[config.mk]
export PLATFORM = sky130hd
export DESIGN_NAME = quad_step_decoder
export DESIGN_NICKNAME = d
export VERILOG_FILES = /design/src/rtl/qdec_pkg.sv /design/src/rtl/glitch_filter.sv /design/src/rtl/quad_step_decoder.sv
export SDC_FILE = /design/constraint.sdc
export NUM_CORES = 1
export LEC_CHECK = 0
export CORE_MARGIN = 2
export CORE_UTILIZATION = 40
export DETAILED_ROUTE_END_ITERATION = 10
export PLACE_DENSITY_LB_ADDON = 0.3
export SLEW_MARGIN = 40
export SYNTH_ARGS = -nofsm -noshare
export SYNTH_HDL_FRONTEND = slang
export SYNTH_SLANG_ARGS = --single-unit
[constraint.sdc]
create_clock -name i_clk -period 1.9 [get_ports i_clk]
set_input_delay 0.475 -clock i_clk [delete_from_list [all_inputs] [get_ports i_clk]]
set_output_delay 0.475 -clock i_clk [all_outputs]
set_load 0.01 [all_outputs]
[src/rtl/qdec_pkg.sv]
// Shared definitions for the quadrature step decoder.
//
// Contents:
//   QS_00 .. QS_10  {A,B} levels of the quadrature Gray cycle, listed in
//                   forward order 00 -> 01 -> 11 -> 10 -> 00.
//   qdec_t          decode result: legal / move / dir.
//   qdec_decode()   classifies one filtered transition prev -> cur.
package qdec_pkg;

  localparam logic [1:0] QS_00 = 2'b00;
  localparam logic [1:0] QS_01 = 2'b01;
  localparam logic [1:0] QS_11 = 2'b11;
  localparam logic [1:0] QS_10 = 2'b10;

  // legal : 0 only when both channels changed at once
  // move  : 1 when exactly one channel changed (a real quadrature edge)
  // dir   : 1 = forward Gray order, 0 = reverse; only meaningful with move
  typedef struct packed {
    logic legal;
    logic move;
    logic dir;
  } qdec_t;

  function automatic qdec_t qdec_decode(input logic [1:0] prev, input logic [1:0] cur);
    qdec_t r;
    r.legal = 1'b1;
    r.move  = 1'b0;
    r.dir   = 1'b1;
    if (prev != cur) begin
      if ((prev ^ cur) == 2'b11) begin
        r.legal = 1'b0;
      end else begin
        r.move = 1'b1;
        // Forward if cur is the successor of prev in the Gray cycle.
        case (prev)
          QS_00:   r.dir = (cur == QS_01);
          QS_01:   r.dir = (cur == QS_11);
          QS_11:   r.dir = (cur == QS_10);
          default: r.dir = (cur == QS_00);
        endcase
      end
    end
    return r;
  endfunction

endpackage

[src/rtl/glitch_filter.sv]
// Single-channel front end: 2-flop synchroniser followed by a level filter
// that accepts a new level only after FILT_LEN consecutive samples of it.
//
// Ports:
//   clk   in  rising-edge clock
//   sclr  in  synchronous active-high reset, clears sync flops, counter, level
//   init  in  1 = initialisation window: load the synchronised level directly
//   raw   in  asynchronous encoder line
//   filt  out filtered level
module glitch_filter #(
  parameter int FILT_LEN = 4,
  parameter int CNT_W    = 3
) (
  input  logic clk,
  input  logic sclr,
  input  logic init,
  input  logic raw,
  output logic filt
);

  localparam logic [CNT_W-1:0] CNT_LAST = CNT_W'(FILT_LEN - 1);

  logic             sync1;
  logic             sync2;
  logic [CNT_W-1:0] cnt;

  always_ff @(posedge clk) begin
    if (sclr) begin
      sync1 <= 1'b0;
      sync2 <= 1'b0;
      cnt   <= '0;
      filt  <= 1'b0;
    end else begin
      sync1 <= raw;
      sync2 <= sync1;
      if (init) begin
        // Adopt whatever level the line sits at, so no edge is reported
        // when the block comes out of reset.
        filt <= sync2;
        cnt  <= '0;
      end else if (sync2 == filt) begin
        cnt <= '0;
      end else if (cnt == CNT_LAST) begin
        filt <= sync2;
        cnt  <= '0;
      end else begin
        cnt <= cnt + CNT_W'(1);
      end
    end
  end

endmodule

[src/rtl/quad_step_decoder.sv]
// Quadrature A/B front end for the up/down counter.
//
// Both raw lines are synchronised and glitch-filtered, then the filtered
// {A,B} pair is decoded as a Gray sequence into a one-cycle step pulse plus
// a direction level. Direction is registered one cycle ahead of the step so
// the downstream counter sees it settled when it samples its enable.
//
// Ports:
//   i_clk        in  clock, sole domain
//   i_sclr       in  synchronous active-high reset
//   i_en         in  step enable; 0 suppresses o_step/o_err, filter keeps tracking
//   i_a, i_b     in  raw encoder channels, asynchronous
//   o_step       out one-cycle pulse per accepted quadrature edge
//   o_up_down    out 1 = up, 0 = down; held between steps
//   o_err        out one-cycle pulse on a both-channels-changed transition
//   o_err_sticky out latched o_err, cleared only by reset
//   o_ready      out 0 during the post-reset initialisation window, then 1
module quad_step_decoder
  import qdec_pkg::*;
#(
  parameter int FILT_LEN   = 4,
  parameter int CNT_W      = 3,
  parameter bit INVERT_DIR = 1'b0
) (
  input  logic i_clk,
  input  logic i_sclr,
  input  logic i_en,
  input  logic i_a,
  input  logic i_b,
  output logic o_step,
  output logic o_up_down,
  output logic o_err,
  output logic o_err_sticky,
  output logic o_ready
);

  // Window covers the two synchroniser stages plus the filter depth.
  localparam int INIT_LEN = FILT_LEN + 2;
  localparam int INIT_W   = $clog2(INIT_LEN + 1);
  localparam logic [INIT_W-1:0] INIT_LAST = INIT_W'(INIT_LEN - 1);

  logic              init;
  logic [INIT_W-1:0] init_cnt;
  logic [1:0]        filt;
  logic [1:0]        prev;
  qdec_t             dec;
  logic              dir_next;
  logic              move_ok;
  logic              bad_jump;
  logic              step_p1;

  assign init = ~o_ready;

  glitch_filter #(
    .FILT_LEN(FILT_LEN),
    .CNT_W   (CNT_W)
  ) u_filt_a (
    .clk (i_clk),
    .sclr(i_sclr),
    .init(init),
    .raw (i_a),
    .filt(filt[1])
  );

  glitch_filter #(
    .FILT_LEN(FILT_LEN),
    .CNT_W   (CNT_W)
  ) u_filt_b (
    .clk (i_clk),
    .sclr(i_sclr),
    .init(init),
    .raw (i_b),
    .filt(filt[0])
  );

  // Initialisation window counter; o_ready rises on the last window edge.
  always_ff @(posedge i_clk) begin
    if (i_sclr) begin
      init_cnt <= '0;
      o_ready  <= 1'b0;
    end else if (!o_ready) begin
      init_cnt <= init_cnt + INIT_W'(1);
      if (init_cnt == INIT_LAST) o_ready <= 1'b1;
    end
  end

  // Decode of the filtered pair against its value one edge earlier.
  assign dec      = qdec_decode(prev, filt);
  assign dir_next = dec.dir ^ INVERT_DIR;
  assign move_ok  = ~init & dec.legal & dec.move;
  assign bad_jump = ~init & ~dec.legal;

  // ---- stage p1: direction to output, enable sampled, error flagged ----
  // ---- stage p2: step pulse leaves one cycle after its direction ----
  always_ff @(posedge i_clk) begin
    if (i_sclr) begin
      prev         <= QS_00;
      step_p1      <= 1'b0;
      o_step       <= 1'b0;
      o_up_down    <= 1'b1;
      o_err        <= 1'b0;
      o_err_sticky <= 1'b0;
    end else begin
      prev    <= filt;
      step_p1 <= move_ok & i_en;
      // Direction follows every legal edge, even with i_en low, so the
      // counter's direction input never lags the encoder.
      if (move_ok) o_up_down <= dir_next;
      o_err   <= bad_jump & i_en;
      if (bad_jump & i_en) o_err_sticky <= 1'b1;
      o_step  <= step_p1;
    end
  end

endmodule
==> out/results.tsv, run 1 <==
stage	metric	value	unit
worst_hold_path	Hold Crit Class	flip-flop to flip-flop	
clock_network	hold_buf cts	0	
setup_path	Worst setup endpoint	o_err_sticky	
pwr	pwr/cell area	716.1	nW/µm²
timing	unrepaired setup endpoints after global routing	no	
routing	DRC	0	
job	MaxCap Viol Count	0	
floorplan	Die W	52.11	µm
clock_network	Root Driver	clkbuf_4	
clock_network	CTS sink cnt	23	
setup_path	Worst Path Required	1420	ps
place	DP HPWL	915.4	µm
routing	via count	595	
setup_path	Worst Path Buf+Inv	1	
place	Place WS	133.6	ps
global_routing	vias in the first global route	566	
global_routing	grt ovf	0	
routing	ANT nets after route	0	
pwr	maximum vdd ir drop	0.3043	mV
timing	Max Clock Freq	603.9	MHz
floorplan	num rows	17	
timing	final setup fails	0	
clock_network	clk buf depth	2	
global_routing	first-pass GRT wire length	2063	µm
synthesis	async set or reset register ratio after synthesis	0	%
place	GP Congestion	0.6986	
synthesis	cell with the most instances after synthesis	dfxtp_1	
timing	worst slew pin tran	357.2	ps
cells_and_area	n_diodes	0	
routing	mean routed wirelength per cell	8.931	µm
timing	Fin Hold WS	438.8	ps
timing	TNS Setup	0	ps
synthesis	Synth area leaders	dfxtp_1 50%, ha_1 12%, nor2b_1 5.4%, xnor2_1 4.7%, nor2_2 4.1%	
timing	Slew headroom	76.11	%
setup_path	reg2reg setup slack	350	ps
synthesis	synthesized flop and latch total	23	
clock_network	Post-CTS Setup Bufs	0	
place	count of buffers from port buffering	9	
setup_path	critical path class	flip-flop to output pin	
floorplan	die height	52.11	µm
cells_and_area	area grow syn2layout	18.65	%
setup_path	r2r endpoint	o_up_down$_SDFFE_PP1P_	
floorplan	core area	2191	µm²
synthesis	Synth Net Count	102	
pwr	Power Total	0.7867	mW
synthesis	Post-Syn Instances	88	
timing	Tmin final	1656	ps
floorplan	Top-Level Pins	10	
cells_and_area	Design Area, Final	1099	µm²
synthesis	most used flip-flop cell after synthesis	dfxtp_1	
clock_network	TritonCTS Buffers	3	
synthesis	Ys Warns	0	
clock_network	TritonCTS clock tree	yes	
clock_network	Clk Latency, worst-skew pair	300	ps
synthesis	EDFF count, synth	0	
timing	final hold vios	0	
cells_and_area	layout net count	118	
setup_path	CP max stage cell	clkdlybuf4s50_1	
synthesis	Syn Std Cell Area	925.9	µm²
setup_path	Worst EP arrival	1180	ps
setup_path	worst-case reg-to-reg path depth	5	
routing	vias per cell	4.542	
synthesis	post-synth top area cell	dfxtp_1	
setup_path	Critical Path Stages	1	
global_routing	GRT Total Usage	10.65	%
setup_path	critical path's top delay family	buffers and inverters	
synthesis	post-synthesis sequential area ratio	49.73	%
routing	drt total wl	1170	µm
timing	Slew Limit Fails	0	
synthesis	distinct cell type count after synthesis	24	
timing	clock skew	1.812	ps
setup_path	slowest stage delay, CP	530	ps
cells_and_area	share of cells above drive strength 1	17.48	%
clock_network	clock-pin transition on the worst setup and hold timing paths	120	ps
global_routing	antenna violations before repair	0	
synthesis	syn avg cell area	10.52	µm²
setup_path	cells along the critical path	clkdlybuf4s50_1	
place	Placed Area	1072	µm²
floorplan	Initial Util	42.26	%
routing	drt pass-1 iters	1	
routing	number of DRC markers in iteration 0	0	
outcome	outcome	finished clean	
setup_path	Setup crit end kind	output pin	
timing	Final Cycle Share	87.16	%
synthesis	area share of the largest cell type after synthesis	49.73	%
global_routing	largest net degree at the start of global routing	13	
setup_path	CP Launch Type	flip-flop	
setup_path	CP Max Fanout	2	
setup_path	critical path launch point	o_err_sticky$_SDFFE_PP0P_	
synthesis	synth cell count leaders	23 x dfxtp_1, 9 x ha_1, 8 x inv_1, 8 x nor2b_1, 7 x nor2_1	
pwr	Leak Pwr	0.4802	nW
floorplan	die area	2715	µm²
clock_network	H-Tree Level Count	1	
setup_path	reg2reg start	u_filt_a.filt$_SDFFE_PP0P_	
clock_network	PostCTS Resize Cnt	0	
timing	setup ws final	244.0	ps
-- cell type report --
class	instances	area, µm²
clock buffers	4	26.28
fillers	212	1092
inverters	9	33.78
multi-input cells	54	422.9
flip-flops and latches	23	460.4
well taps	28	35.03
repair buffers	13	120.1
-- registers in the layout, summed over array words and instances, names as in the netlist, 2 cells and up --
name / cells
init_cnt: 3
u_filt_b.cnt: 3
prev: 2
u_filt_a.cnt: 3
-- report_power, final --
group	internal, mW	switching (mW)
Combinational	0.0349	0.0294
Clock	0.0818	0.134
Sequential	0.497	0.00987
-- per-layer routing --
metal / vias up / part of all wire, % / track usage, % / wire, µm
met3: 2 / 4.3 / 2.586 / 50
li1: 306 / - / - / -
met2: 10 / 49 / 18.14 / 577
met4: 0 / 0.68 / 7.895 / 8
met1: 277 / 46 / 11.25 / 534
met5: - / 0 / 0 / 0
-- through the flow --
| stage | utilization [%] | instances |
|---|---|---|
| after floorplan | - | 88 |
| after global placement | 48.94 | 127 |
| after detailed placement | 48.94 | 127 |
| after CTS | 50.14 | 131 |
| after global routing | 50.14 | 131 |
| final | 50.14 | 131 |
-- kinds of logic (layout without fill, tap and decap cells) --
kind of cell,Yosys count,after routing,share of synthesized area [%]
AND/OR/NAND/NOR,30,30,20.27
flip-flops,23,23,49.73
buffers and inverters,11,26,4.593
adder cells (fa/ha/maj),9,9,12.16
XOR/XNOR,8,8,7.568
AO/OA/AOI/OAI,5,5,3.514
multiplexers,2,2,2.162
-- cell usage in the layout (no fill, tap or decap), types with 4 or more instances in the layout --
master | netlist | layout
nor2_2 | 6 | 6
xnor2_1 | 5 | 5
buf_4 | 0 | 4
dfxtp_1 | 23 | 23
nor2b_1 | 8 | 8
nor2_1 | 7 | 7
inv_1 | 8 | 8
ha_1 | 9 | 9
clkdlybuf4s50_1 | 0 | 9
-- how the worst min path moves through the flow --
stage,startpoint,to,slack [ps],depth (start not counted)
finish,u_filt_b.cnt[0]$_SDFF_PP0_,u_filt_b.cnt[0]$_SDFF_PP0_,440,1
global route,u_filt_b.cnt[0]$_SDFF_PP0_,u_filt_b.cnt[0]$_SDFF_PP0_,450,1
CTS,u_filt_a.cnt[0]$_SDFF_PP0_,u_filt_a.cnt[0]$_SDFF_PP0_,440,1
detailed placement,u_filt_a.cnt[0]$_SDFF_PP0_,u_filt_a.cnt[0]$_SDFF_PP0_,430,1
global placement,u_filt_b.cnt[0]$_SDFF_PP0_,u_filt_b.cnt[0]$_SDFF_PP0_,420,1
floorplan,u_filt_a.cnt[0]$_SDFF_PP0_,u_filt_a.cnt[0]$_SDFF_PP0_,410,1
Note: power is estimated with default switching activity, not from simulation.
==> run 2: changes to the inputs <==
--- a/config.mk
+++ b/config.mk
@@ -5,6 +5,7 @@
 export SDC_FILE = /design/constraint.sdc
 export NUM_CORES = 1
 export LEC_CHECK = 0
+export CAP_MARGIN = 5
 export CORE_MARGIN = 2
 export CORE_UTILIZATION = 40
 export DETAILED_ROUTE_END_ITERATION = 10
==> results of run 2 <==
Final layout, timing and power as in run 1 (identical DEF).
==> run 3: changes to the inputs <==
==> constraint.sdc (replaced) <==
create_clock -name i_clk -period 1.7 [get_ports i_clk]
set_input_delay 0.425 -clock i_clk [delete_from_list [all_inputs] [get_ports i_clk]]
set_output_delay 0.425 -clock i_clk [all_outputs]
set_load 0.01 [all_outputs]
==> run 3 against run 2 <==
Against the previous run: die area did not move; sequential power grew 12%; power is 12% higher; design area is 1.4% higher; worst setup slack worse by 160 ps; utilization increased by 0.69 points; sequential share of layout area decreased by 0.57 points; clock skew is 2.4 ps higher; clock power is 11% higher; hold slack hardly changed; critical path depth did not move; register-to-register slack got worse by 140 ps; critical path type unchanged.
==> out/results.tsv, run 3 (synthesized netlist as in run 1, its figures left out) <==
stage	metric	value	unit	change
global_routing	vias in the first global route	482		-15%
pwr	clock power share	27.2	%	-0.3 points
pwr	Net Sw Frac	21.73	%	-0.31 points
setup_path	CP Max Fanout	2		unchanged
worst_hold_path	Hold Crit Class	flip-flop to flip-flop		
routing	ANT nets after route	0		unchanged
timing	Final Cycle Share	95.11	%	
cells_and_area	n_diodes	0		unchanged
pwr	pwr/cell area	789.0	nW/µm²	+10%
setup_path	cells along the critical path	clkdlybuf4s50_1		
cells_and_area	FILL cells	201		-5.2%
global_routing	first-pass GRT wire length	1952	µm	-5.4%
clock_network	H-Tree Level Count	1		unchanged
setup_path	Setup crit end kind	output pin		
pwr	Gate power share	8.5	%	+0.3 points
setup_path	worst-case reg-to-reg path depth	5		unchanged
cells_and_area	area grow syn2layout	20.27	%	
global_routing	largest net degree at the start of global routing	13		unchanged
routing	vias per cell	4.376		-3.7%
outcome	outcome	finished clean		
timing	TNS Setup	0	ps	unchanged
floorplan	die area	2715	µm²	unchanged
setup_path	Worst Path Buf+Inv	1		unchanged
floorplan	Initial Util	42.26	%	unchanged
clock_network	PostCTS Resize Cnt	0		unchanged
global_routing	GRT Total Usage	10.25	%	-0.40 points
setup_path	critical path launch point	o_up_down$_SDFFE_PP1P_		
floorplan	num rows	17		unchanged
pwr	Leak Pwr	0.4904	nW	+2.1%
job	MaxCap Viol Count	0		unchanged
worst_hold_path	hold path start	u_filt_a.cnt[0]$_SDFF_PP0_		
clock_network	Clk Latency, worst-skew pair	300	ps	about the same
floorplan	Top-Level Pins	10		unchanged
pwr	Net Sw Power	0.1909	mW	+10%
setup_path	slowest stage delay, CP	540	ps	about the same
timing	clock skew	4.230	ps	+2.418 ps
global_routing	grt ovf	0		unchanged
worst_hold_path	Worst Hold Path Cells	1		unchanged
clock_network	Post-CTS Setup Bufs	0		unchanged
cells_and_area	share of cells above drive strength 1	19.05	%	+1.6 points
routing	drt pass-1 iters	2		+1
clock_network	clock-pin transition on the worst setup and hold timing paths	120	ps	about the same
global_routing	antenna violations before repair	0		unchanged
setup_path	r2r endpoint	o_up_down$_SDFFE_PP1P_		
timing	Tmin final	1617	ps	
setup_path	reg2reg setup slack	210	ps	-140 ps
timing	final setup fails	0		unchanged
timing	Slew Limit Fails	0		unchanged
clock_network	TritonCTS Buffers	3		unchanged
pwr	maximum vdd ir drop	0.3463	mV	+14%
setup_path	reg2reg start	prev[1]$_SDFF_PP0_		
timing	unrepaired setup endpoints after global routing	no		
setup_path	CP Launch Type	flip-flop		
routing	drt total wl	1189	µm	+1.6%
clock_network	CTS sink cnt	23		unchanged
cells_and_area	commonest non-fill, non-tap cell in the layout	dfxtp_1		
worst_hold_path	hold endpoint	u_filt_a.cnt[0]$_SDFF_PP0_		
setup_path	CP max stage cell	clkdlybuf4s50_1		
setup_path	Worst EP arrival	1190	ps	about the same
clock_network	TritonCTS clock tree	yes		
floorplan	Die W	52.11	µm	unchanged
pwr	Reg power frac	64.3	%	about the same
cells_and_area	layout net count	120		+1.7%
routing	via count	582		-2.2%
place	count of buffers from port buffering	9		unchanged
timing	final hold vios	0		unchanged
cells_and_area	Final Util	50.83	%	+0.69 points
clock_network	hold_buf cts	0		unchanged
routing	mean routed wirelength per cell	8.940	µm	about the same
place	GP Congestion	0.7236		+3.6%
pwr	Power Internal	0.6877	mW	+12%
timing	Slew headroom	81.28	%	+5.2 points
clock_network	Root Driver	clkbuf_4		
clock_network	clk buf depth	2		unchanged
setup_path	critical path class	flip-flop to output pin		
place	DP HPWL	934.3	µm	+2.1%
cells_and_area	commonest cells after routing, fill and taps aside	23 x dfxtp_1, 9 x ha_1, 9 x clkdlybuf4s50_1		
routing	number of DRC markers in iteration 0	2		+2
routing	DRC	0		unchanged
setup_path	Worst Path Required	1270	ps	-150 ps
cells_and_area	Largest regs	init_cnt x3, u_filt_a.cnt x3, u_filt_b.cnt x3		
floorplan	die height	52.11	µm	unchanged
floorplan	core area	2191	µm²	unchanged
timing	worst slew pin tran	276.8	ps	-80.39 ps
setup_path	critical path's top delay family	buffers and inverters		
timing	Max Clock Freq	618.5	MHz	
[run 3: cell types whose count changed in the layout (fill, tap and decap cells not counted), sizes merged]
| cell | change |
|---|---|
| buf | +2 |
[run 3: worst max path at each step]
stage	endpoint	slack [ps]	depth (start not counted)
3_3_place_gp	o_up_down$_SDFFE_PP1P_	140	4
2_1_floorplan	o_up_down$_SDFFE_PP1P_	290	5
4_1_cts	o_up_down	60	1
6_report	o_up_down	80	1
5_1_grt	o_up_down	20	1
3_5_place_dp	o_up_down$_SDFFE_PP1P_	110	4
[run 3: layer usage]
| layer | up-vias | part of all wire (%) | global-route usage, % |
|---|---|---|---|
| met1 | 256 | 47 | 11.87 |
| met5 | - | 0 | 0 |
| met2 | 10 | 47 | 16.03 |
| li1 | 314 | - | - |
| met4 | 0 | 1.1 | 7.895 |
| met3 | 2 | 4.4 | 2.586 |
[run 3: power by group through the flow]
| stage | Clock [mW] | Combinational (mW) | Sequential [mW] |
|---|---|---|---|
| 6_report | 0.239 | 0.0746 | 0.565 |
| 5_1_grt | 0.272 | 0.0858 | 0.567 |
| 4_1_cts | 0.259 | 0.0761 | 0.566 |
| 3_5_place_dp | 0 | 0.0755 | 0.578 |
| 3_3_place_gp | 0 | 0.0741 | 0.577 |
| 2_1_floorplan | 0 | 0.0461 | 0.577 |
[run 3: layout make-up]
type	instances	area, µm²	share of cell area, %
inverters	9	33.78	3.034
well taps	28	35.03	3.146
multi-input cells	54	422.9	37.98
clock buffers	4	26.28	2.360
flip-flops and latches	23	460.4	41.35
repair buffers	15	135.1	12.13
[run 3: through the flow]
step	area (µm²)	worst slack (ps)	total power, mW	hold WS (ps)	cells
finish	1114	83.17	0.8786	438.5	133
floorplan	925.9	293.2	0.6234	408.6	88
CTS	1114	57.24	0.9011	444.0	133
global route	1114	18.90	0.9252	458.3	133
global placement	1087	136.9	0.6509	416.4	129
detailed placement	1087	111.0	0.6531	425.6	129
